===== src/rtl/fifo_rd_packer.sv =====
// Read-side FIFO consumer: drains bytes through ren/empty/rd_data and packs
// PACK lanes little-endian into one word on a valid/ready output, with flush.
//
// state   | meaning
// S_FILL  | issue reads and capture landing bytes into the assembly register
// S_HOLD  | present out_data/out_be with out_valid until out_ready
// S_FLUSH | emit the partial word (if any lanes filled) and clear flush_req
module fifo_rd_packer #(
   parameter int DATA_W = 8,
   parameter int PACK   = 4,
   parameter int LANE_W = 2
) (
   input  logic                     rclk,
   input  logic                     rst,
   input  logic                     empty,
   input  logic [DATA_W-1:0]        rd_data,
   output logic                     ren,
   input  logic                     flush,
   output logic [DATA_W*PACK-1:0]   out_data,
   output logic [PACK-1:0]          out_be,
   output logic                     out_valid,
   input  logic                     out_ready,
   output logic                     busy
);

   typedef enum logic [1:0] {
      S_FILL  = 2'd0,
      S_HOLD  = 2'd1,
      S_FLUSH = 2'd2
   } state_t;

   state_t                   r_state;
   state_t                   w_state_nxt;
   logic [LANE_W-1:0]        r_lane;
   logic                     r_pend;
   logic                     r_flush_req;
   logic [DATA_W*PACK-1:0]   r_asm;
   logic [DATA_W*PACK-1:0]   r_out_data;
   logic [PACK-1:0]          r_out_be;
   logic                     r_out_valid;

   logic [DATA_W*PACK-1:0]   w_asm_ins;
   logic [PACK-1:0]          w_flush_be;
   logic                     w_last;
   logic                     w_hs;
   logic                     w_ren;

   assign w_last = (r_lane == LANE_W'(PACK-1));
   assign w_hs   = r_out_valid & out_ready;

   // Assembly register with the landing byte dropped into the current lane
   always_comb begin
      w_asm_ins = r_asm;
      w_asm_ins[r_lane*DATA_W +: DATA_W] = rd_data;
   end

   always_comb begin
      w_flush_be = '0;
      for (int i = 0; i < PACK; i++) begin
         w_flush_be[i] = (LANE_W'(i) < r_lane);
      end
   end

   // State register
   always_ff @(posedge rclk) begin
      if (rst) r_state <= S_FILL;
      else     r_state <= w_state_nxt;
   end

   // Next-state logic; a landing byte that completes a word wins over flush
   always_comb begin
      w_state_nxt = r_state;
      case (r_state)
         S_FILL: begin
            if (r_pend && w_last)              w_state_nxt = S_HOLD;
            else if (r_flush_req && !r_pend)   w_state_nxt = S_FLUSH;
         end
         S_HOLD: begin
            if (w_hs) w_state_nxt = S_FILL;
         end
         S_FLUSH: begin
            w_state_nxt = (r_lane != '0) ? S_HOLD : S_FILL;
         end
         default: w_state_nxt = S_FILL;
      endcase
   end

   // Output logic: reads stop one lane early when the last byte is in flight
   always_comb begin
      w_ren = (r_state == S_FILL) & ~empty & ~r_flush_req & ~(r_pend & w_last);
   end

   always_ff @(posedge rclk) begin
      if (rst) begin
         r_lane      <= '0;
         r_pend      <= 1'b0;
         r_flush_req <= 1'b0;
         r_asm       <= '0;
         r_out_data  <= '0;
         r_out_be    <= '0;
         r_out_valid <= 1'b0;
      end else begin
         r_pend      <= w_ren;
         r_flush_req <= flush | (r_flush_req & (r_state != S_FLUSH));
         case (r_state)
            S_FILL: begin
               if (r_pend) begin
                  if (w_last) begin
                     r_out_data  <= w_asm_ins;
                     r_out_be    <= '1;
                     r_out_valid <= 1'b1;
                     r_lane      <= '0;
                     r_asm       <= '0;
                  end else begin
                     r_asm       <= w_asm_ins;
                     r_lane      <= r_lane + LANE_W'(1);
                  end
               end
            end
            S_HOLD: begin
               if (w_hs) r_out_valid <= 1'b0;
            end
            S_FLUSH: begin
               if (r_lane != '0) begin
                  r_out_data  <= r_asm;
                  r_out_be    <= w_flush_be;
                  r_out_valid <= 1'b1;
                  r_lane      <= '0;
                  r_asm       <= '0;
               end
            end
            default: ;
         endcase
      end
   end

   assign ren       = w_ren;
   assign out_data  = r_out_data;
   assign out_be    = r_out_be;
   assign out_valid = r_out_valid;
   assign busy      = r_pend | (r_lane != '0) | r_out_valid | r_flush_req;

endmodule


===== config.mk =====
export PLATFORM = sky130hd
export DESIGN_NAME = fifo_rd_packer
export DESIGN_NICKNAME = d
export VERILOG_FILES = /design/src/rtl/fifo_rd_packer.sv
export SDC_FILE = /design/constraint.sdc
export NUM_CORES = 1
export LEC_CHECK = 0
export BUFFER_PORTS_ARGS = -buffer_cell sky130_fd_sc_hd__buf_2
export CORE_AREA = 2 2 101 73
export DETAILED_ROUTE_END_ITERATION = 12
export DIE_AREA = 0 0 103 75
export GPL_TIMING_DRIVEN = 0
export PLACE_DENSITY = 0.73
export SLEW_MARGIN = 30
export SYNTH_ARGS = -nofsm -noshare
export SYNTH_HDL_FRONTEND = slang
export SYNTH_SLANG_ARGS = --single-unit

===== constraint.sdc =====
create_clock -name rclk -period 2.1 [get_ports rclk]
set_input_delay 0.315 -clock rclk [delete_from_list [all_inputs] [get_ports rclk]]
set_output_delay 0.315 -clock rclk [all_outputs]
set_load 0.005 [all_outputs]

=== Yosys cells after proc, flatten, opt, wreduce, memory -nomap -nowiden ===
Cells that the tools add are included.

* Reduce and logical (&&, ||, !) cells: 11
* Equality and inequality tests: 9
* Shift operators: 2
* Bitwise logic cells: 13
* Magnitude comparators: 4
* Div/mod/pow operators: 0
* Add/subtract/negate cells: 2
* $mul: 0
* Mux-type cells: 27

{| class="wikitable"
|+ Operators with widths
! kind !! count
|-
| $mux 32 || 6
|-
| $pmux 32 s2 || 2
|-
| $neg 5->34 || 1
|-
| $shift 8x34->32 const A || 1
|-
| $shiftx 8x34->32 || 1
|-
| $bwmux 32 || 1
|-
| $mux 2 || 6
|-
| $mux 4 || 3
|-
| $ne 2x2->1 const B || 5
|-
| $pmux 4 s2 || 1
|-
| $and 1x1->1 || 6
|-
| $pmux 2 s3 || 1
|-
| $mux 1 || 5
|-
| $reduce_and 5->1 || 1
|-
| $eq 2x2->1 const B || 2
|-
| $lt 1x2->1 const A || 2
|-
| $lt 2x2->1 const A || 2
|-
| $or 1x1->1 || 4
|-
| $pmux 2 s2 || 1
|-
| $reduce_and 4->1 || 1
|-
| $reduce_bool 2->1 || 2
|-
| $ne 3x3->1 const B || 1
|-
| $not 1->1 || 3
|-
| $pmux 1 s3 || 1
|-
| other kinds (8) || 9
|}

* Memories: 0
* Input bits: 13
* Bits in writable memories: 0
* Flip-flop bits (word level): 75
* Bits in latches: 0
* Output and inout bits: 39
* Bits in read-only memories: 0

=== Logic depth before layout (Yosys ltp) ===
Gate-level depths: netlist (run 1).

* Depth after elaboration: 6
* Depth in mapped cells: 8

=== Least setup slack after synthesis (run 1) ===
Ideal clock, no wire load.

* Kind: flip-flop to flip-flop
* Start point: reg r_lane[0]
* End point: reg r_asm[13]
* Arrival time: 2.100 ns
* Cell stages (with the launch flop): 9
* Data required time: 2.040 ns
* Slack: -0.060 ns
* Library setup time: 0.060 ns
* Cell sequence: dfxtp_1 -> buf_2 -> inv_1 -> ha_1 -> inv_1 -> clkbuf_1 -> nand2_1 -> nor4_2 -> a22o_1

* Longest elaborated chain between the ends: 6
* Elaborated cells on any way between the ends: 11
* Classes of those cells: add/sub (1); eq/ne (2); shift (2); mux (4); reduce/logical (2)

{| class="wikitable"
|+ RTL lines
! element !! RTL line !! text
|-
| start, declared || 34 || <nowiki>logic [LANE_W-1:0] r_lane;</nowiki>
|-
| start signal, assigned || 116 || <nowiki>r_lane <= r_lane + LANE_W'(1);</nowiki>
|-
| $neg 5->34 || 54 || <nowiki>w_asm_ins[r_lane*DATA_W +: DATA_W] = rd_data;</nowiki>
|-
| $shiftx 8x34->32 or $shift 8x34->32 (tied branches) || 54 ||
|-
| $bwmux 32 || 54 ||
|-
| $mux 32 || 108 || <nowiki>if (w_last) begin</nowiki>
|-
| $mux 32 || 107 || <nowiki>if (r_pend) begin</nowiki>
|-
| $pmux 32 s2 || 105 || <nowiki>case (r_state)</nowiki>
|-
| end signal, assigned || 115 || <nowiki>r_asm <= w_asm_ins;</nowiki>
|-
| end, declared || 37 || <nowiki>logic [DATA_W*PACK-1:0] r_asm;</nowiki>
|}

Parallel ways exist; a longest one is shown, timed or not. The select of a mux whose other input is x is not followed.
A chain may end at the register's enable or synchronous reset.

=== Worst setup path in the final report (run 1) ===
* Start point: reg r_lane[0]
* End point: reg r_out_data[16] (netlist: out_data[16])

* Longest elaborated chain between the ends: 6
* Elaborated cells on any way between the ends: 12
* Classes of those cells: add/sub (1); eq/ne (3); shift (2); mux (4); reduce/logical (2)

{| class="wikitable"
|+ RTL lines
! element !! RTL line !! text
|-
| $neg 5->34 || 54 ||
|-
| $shiftx 8x34->32 or $shift 8x34->32 (tied branches) || 54 ||
|-
| $bwmux 32 || 54 ||
|-
| $mux 32 || 108 ||
|-
| $mux 32 || 107 ||
|-
| $pmux 32 s2 || 105 ||
|-
| end signal, assigned || 109 || <nowiki>r_out_data <= w_asm_ins;</nowiki>
|-
| end signal, assigned || 125 || <nowiki>r_out_data <= r_asm;</nowiki>
|-
| end, declared || 38 || <nowiki>logic [DATA_W*PACK-1:0] r_out_data;</nowiki>
|}

Parallel ways exist; a longest one is shown, timed or not. The select of a mux whose other input is x is not followed.

==> metrics.md, run 1 <==
| Metric | Value |
|---|---|
| Status | finished clean |
| Worst Max-Slew Pin Slew | 654 ps |
| Yosys reg bits | 75 |
| Leak | 1.56 nW |
| Final ANT Viol Nets | 0 |
| Clk Latency, worst-skew pair | 350 ps |
| Post-synthesis xor/xnor area fraction | 0% |
| Starting Density | 49.2% |
| Die width | 103 um |
| Crit share post-route | 96.7% |
| Adder-Cell Fraction of Synth Area | 2.28% |
| Diodes inserted | 0 |
| Setup CP Type | reg2reg |
| Via count of the routed design | 3106 |
| GR Overflow Total | 0 |
| Placed cells | 486 |
| Clk root buf | clkbuf_8 |
| Ys flop type | dfxtp_1 |
| Critical Path RT | 2360 ps |
| Final Hold Viols | 0 |
| Setup Slack @ Placement | -431 ps |
| Initial antenna violation count | 0 |
| Post-layout util | 59.1% |
| Gr usage total | 25.2% |
| Sequential share of the synthesized area | 45.6% |
| Fill cell count | 621 |
| Synthesized cell area | 0.00329 mm^2 |
| R2R Setup Slk | 70 ps |
| Post-Syn Instances | 349 |
| # rows | 25 |
| Slew Limit Fails | 0 |
| Share of cells above drive strength 1 | 25.3% |
| Clock Path Buffers | 2 |
| Worst hold stages | 2 |
| Worst setup SP type | flop |
| TritonRoute pass-1 iters | 5 |
| Reg2Reg Depth | 10 |
| Avg Cell Area, Syn | 9.44 um^2 |
| Yosys cell types | 46 |
| Hold Startpoint | empty |
| Slew HR | 56.4% |
| HPWL Detailed | 6260 um |
| R2r endpoint | out_data[16] |
| Clock slew at the register clock pins of the worst setup and hold paths | 80 ps |
| YS warnings | 0 |
| Number of CTS-inserted buffers | 9 |
| Final WL | 9300 um |
| First-pass GRT wire length | 14500 um |
| Number of global-route vias before repair | 2852 |
| Synth Net Count | 368 |
| Hold Path Sink | r_pend |
| Setup TNS | 0 ps |
| Fin nets | 429 |
| CTS H-tree lvls | 3 |
| Layout area overhead | 20.1% |
| Peak Freq | 492 MHz |
| Worst setup margin | 69.1 ps |
| CTS tree | done |
| Crit path time final | 2030 ps |
| Largest net degree at the start of global routing | 14 |
| Critical Path Fanout Max | 10 |
| Height of the die | 75 um |
| Simple-Gate Fraction of Synth Area | 20.4% |
| Most frequent cells in the layout | 73 x dfxtp_1, 46 x buf_2, 41 x nor2_1, 32 x a22o_1, 22 x a21oi_1 |
| Reg2reg start | r_lane[0] |
| Power per cell area | 707 mW/mm^2 |
| Largest family of logic cells by synthesized area | compound AO/OA/AOI/OAI gates |
| Compound-Gate Fraction of Synth Area | 26.9% |
| Final setup violation count | 0 |
| Worst setup EP type | flop |
| Drt via density | 6.10 |
| GPL Wtd Cong | 0.943 |
| I/O Pins | 52 |
| Max cap viols | 0 |
| Worst vdd ir | 0.422 mV |
| Die ar. | 0.00773 mm^2 |
| Async set-reset flop share out of synthesis | 0% |
| Core area | 0.00669 mm^2 |
| Overall Power | 2.80 mW |
| Hold crit path type | in2reg |
| Layout Cells excl Fill | 509 |
| Mean routed wirelength per cell | 18.3 um |
| Port bufs | 43 |
| CTS sink cnt | 75 |
| Crit path DAT | 2290 ps |
| Iter 0 DRT Violations | 304 |
| Clk_skew | 6.91 ps |
| Commonest non-fill, non-tap cell in the layout | dfxtp_1 |
| Post-route DRC | 0 |
| Number of flops mapped to enable cells by yosys | 0 |
| Multiplexer share of the synthesized area | 0% |
[worst max path at each step]
stage	endpoint	slack, ps	startpoint
2_1_floorplan	out_data[0]	40	r_lane[0]
3_3_place_gp	out_data[18]	-330	r_lane[0]
3_5_place_dp	out_data[20]	-430	r_lane[0]
4_1_cts	out_data[10]	30	r_lane[0]
5_1_grt	r_asm[28]	-8	r_lane[0]
6_report	out_data[16]	70	r_lane[0]
[per-stage QoR]
step	hold WS (ps)	cell area, um^2
floorplan	393	3300
global placement	451	3630
detailed placement	454	3630
CTS	131	3910
global route	131	3960
finish	145	3960
[critical path: stages (launching register included)]
cell      delay, ps
dfxtp_4         380
buf_12          110
inv_8            30
ha_4            150
buf_4           150
or3b_4          420
o31ai_4          90
buf_12          160
buf_6           140
nor2_1           50
a211oi_1        240
[layer usage]
layer,global-route usage (%),wire length (um)
met3,7.15,754
met2,39.7,4140
met4,7.31,175
met1,34.3,4230
met5,0,0
[cells in the mapped netlist, drive strengths merged (5+ instances only)]
cell type,n,area (um^2)
ha,6,75.1
dfxtp,75,1500
nand2,22,82.6
a22o,32,280
o21ai,17,85.1
nor4,6,88.8
a311oi,10,93.8
nor2,45,176
buf,18,110
nand2b,5,31.3
a221oi,8,70.1
nor3,12,71.3
nand3,13,65.1
a21oi,24,131
a221o,8,80.1
clkbuf,9,35.0
a211oi,9,67.6
[state kept, by name, summed over array words and instances (netlist names)]
name	cells
r_lane	2
out_be	4
r_state	2
r_flush_req	1
out_data	32
r_asm	32
r_pend	1
out_valid	1
[repair_timing]
| action | 4_1_cts | 5_1_grt |
|---|---|---|
| gates resized for setup | 18 | 13 |
| pin swaps | 3 | 2 |
| endpoints found under the setup margin | 71 | 44 |
| endpoints found under the hold margin | 0 | 0 |
| hold buffers | 0 | 0 |
| setup buffers | 7 | 1 |
[report_power, final]
part           total (mW)  internal (mW)  leakage, nW  switching, mW
combinational       0.308          0.110        0.866          0.198
sequential           1.46           1.44        0.607         0.0174
clock                1.03          0.466       0.0859          0.563
total                2.80           2.02         1.56          0.779
[final cells by class]
cell class	count	area [um^2]	area share, %
inverters	4	25.0	0.633
clock buffers	11	141	3.57
plain buffers	26	168	4.24
well taps	94	118	2.97
repair buffers	51	288	7.27
multi-input cells	243	1670	42.2
flip-flops and latches	75	1510	38.1
clock inverters	5	37.5	0.949
[kinds of logic after synthesis]
group | Yosys count
buf+inv | 31
fa+ha+maj | 6
compound gates | 115
simple gates | 122
flops | 75
(Power assumes the default switching activity.)
==> run 2, diff against run 1 <==
--- a/config.mk
+++ b/config.mk
@@ -10,7 +10,7 @@
 export DETAILED_ROUTE_END_ITERATION = 12
 export DIE_AREA = 0 0 103 75
 export GPL_TIMING_DRIVEN = 0
-export PLACE_DENSITY = 0.73
+export PLACE_DENSITY = 0.7
 export SLEW_MARGIN = 30
 export SYNTH_ARGS = -nofsm -noshare
 export SYNTH_HDL_FRONTEND = slang
==> constraint.sdc (replaced) <==
create_clock -name rclk -period 2 [get_ports rclk]
set_input_delay 0.3 -clock rclk [delete_from_list [all_inputs] [get_ports rclk]]
set_output_delay 0.3 -clock rclk [all_outputs]
set_load 0.005 [all_outputs]
==> run 2 against run 1 <==
  * The flow now finishes with violations (negative setup slack)
  * Core utilization rose by 5.3 points
  * Via count rose by 4.0%
  * Critical path depth rose by 1
  * Routed wire length rose by 6.9%
  * Global-route usage rose by 1.3 points
  * Sequential share of layout area fell by 3.2 points
  * Sequential cell count did not move
  * Non-clock buffer count rose by 8
  * Clock skew rose by 3.3 ps
  * Maximum frequency fell by 0.70%
  * Setup slack got worse by 110 ps
  * Clock power rose by 53%
  * Critical endpoint is now out_data[27]
==> metrics.md, run 2 (synthesis gave the netlist of run 1 again) <==
| Metric | Value |
|---|---|
| HPWL Detailed | 6370 um |
| GR Overflow Total | 0 |
| Unrepaired setup endpoints after global routing | yes |
| Hold crit path type | in2reg |
| Leak | 1.71 nW |
| Post-route DRC | 0 |
| Fin nets | 437 |
| Clk root buf | clkbuf_8 |
| Iter 0 DRT Violations | 316 |
| Worst Max-Slew Pin Slew | 631 ps |
| Die width | 103 um |
| Commonest non-fill, non-tap cell in the layout | dfxtp_1 |
| Die ar. | 0.00773 mm^2 |
| Clk Latency, worst-skew pair | 360 ps |
| Slowest-stage cell, CP | or3b_4 |
| Final Hold Viols | 0 |
| Cell family with most CP delay | buffers and inverters |
| Placed cells | 486 |
| GPL Wtd Cong | 0.941 |
| Hold Buf Count CTS | 0 |
| Share of cells above drive strength 1 | 32.6% |
| Layout area overhead | 30.8% |
| Layout Cells excl Fill | 517 |
| First-pass GRT wire length | 15100 um |
| Initial antenna violation count | 0 |
| Power per cell area | 807 mW/mm^2 |
| Via count of the routed design | 3229 |
| Diodes inserted | 0 |
| Largest net degree at the start of global routing | 13 |
| Status | finished with violations |
| Height of the die | 75 um |
| Number of global-route vias before repair | 2847 |
| Clock slew at the register clock pins of the worst setup and hold paths | 70 ps |
| Worst vdd ir | 0.495 mV |
| Failing checks | negative setup slack |
| CTS sink cnt | 75 |
| Crit path DAT | 2340 ps |
| Clock Path Buffers | 2 |
| Overall Power | 3.48 mW |
| Number of CTS-inserted buffers | 9 |
| Worst setup EP type | flop |
| Worst setup margin | -45.2 ps |
| I/O Pins | 52 |
| Setup CP Type | reg2reg |
| Peak Freq | 489 MHz |
| Max cap viols | 0 |
| Gr usage total | 26.5% |
| Slew HR | 57.9% |
| Slew Limit Fails | 0 |
| Port bufs | 43 |
| CTS tree | done |
| Critical Path RT | 2290 ps |
| Most frequent CP cell | buf_6 |
| Most frequent cells in the layout | 73 x dfxtp_1, 46 x buf_2, 32 x a22o_1, 29 x nor2_1, 21 x nand2_1 |
| Post-layout util | 64.4% |
| Cells along the critical path | buf_12 -> clkinv_8 -> ha_4 -> buf_6 -> or3b_4 -> o31ai_4 -> buf_6 -> buf_6 -> clkbuf_16 -> nor2_2 -> nor3_2 |
| CP bufs+invs | 6 |
| Final setup violation count | 18 |
| Clk_skew | 10.2 ps |
| Worst setup SP type | flop |
| Final WL | 9940 um |
| Mean routed wirelength per cell | 19.2 um |
| Crit share post-route | 102% |
| Starting Density | 49.2% |
| CTS H-tree lvls | 3 |
| Final ANT Viol Nets | 0 |
| Drt via density | 6.25 |
| # rows | 25 |
| Core area | 0.00669 mm^2 |
| Crit path time final | 2050 ps |
| TritonRoute pass-1 iters | 5 |
| WHS | 110 ps |
| CP max stage delay | 410 ps |
| Critical Path Fanout Max | 5 |
run 2: changes by cell type in the layout (fill, tap and decap cells not counted), sizes merged:
cell	change
clkinvlp	-2
clkbuf	+1
buf	+8
bufinv	+4
clkinv	-1
inv	-2
run 2: report_power, final:
part	internal (mW)	switching [mW]	leakage [nW]	total [mW]
logic	0.129	0.224	0.968	0.353
clock network	1.02	0.561	0.137	1.58
registers	1.52	0.0201	0.607	1.54
total	2.67	0.805	1.71	3.48
run 2: stage by stage:
step / setup TNS [ps] / worst slack (ps) / cell area (um^2)
6_report: -353 / -45.2 / 4310
5_1_grt: -1860 / -99.4 / 4310
4_1_cts: -421 / -164 / 4130
3_5_place_dp: -16200 / -376 / 3630
3_3_place_gp: -12870 / -338 / 3630
2_1_floorplan: 0 / 25.9 / 3300
run 2: timing repair:
item | 4_1_cts | 5_1_grt
resized for setup | 32 | 40
endpoints found under the setup margin | 72 | 52
cloned | 1 | 1
pin swaps | 12 | 26
setup buffers | 12 | 2
run 2: worst register-to-register path: stages, from the launching register on:
cell	delay, ps
dfxtp_4	380
buf_12	120
clkinv_8	50
ha_4	170
buf_6	130
or3b_4	410
o31ai_4	90
buf_6	190
buf_6	130
clkbuf_16	140
nor2_2	40
nor3_2	140
run 2: final timing paths:
check,startpoint,to,slack [ps],depth (start not counted)
max,r_lane[0],out_data[27],-50,11
min,empty,r_pend,110,2
max reg2reg,r_lane[0],out_data[27],-50,11
min reg2reg,r_asm[29],r_asm[29],470,1
run 2: final cells by class:
cell class,instances,area (um^2)
plain buffers,26,173
clock buffers,12,155
clock inverters,4,120
fillers,568,2390
inverters,4,32.5
multi-input cells,243,1810
flip-flops and latches,75,1510
well taps,94,118
repair buffers,59,392
run 2: metal layers:
| layer | track usage, % | routed length [um] | part of all wire, % |
|---|---|---|---|
| met1 | 37.5 | 4580 | 46 |
| met2 | 38.8 | 4280 | 43 |
| met3 | 7.52 | 899 | 9.0 |
| met4 | 9.50 | 172 | 1.7 |
| met5 | 0 | 0 | 0 |
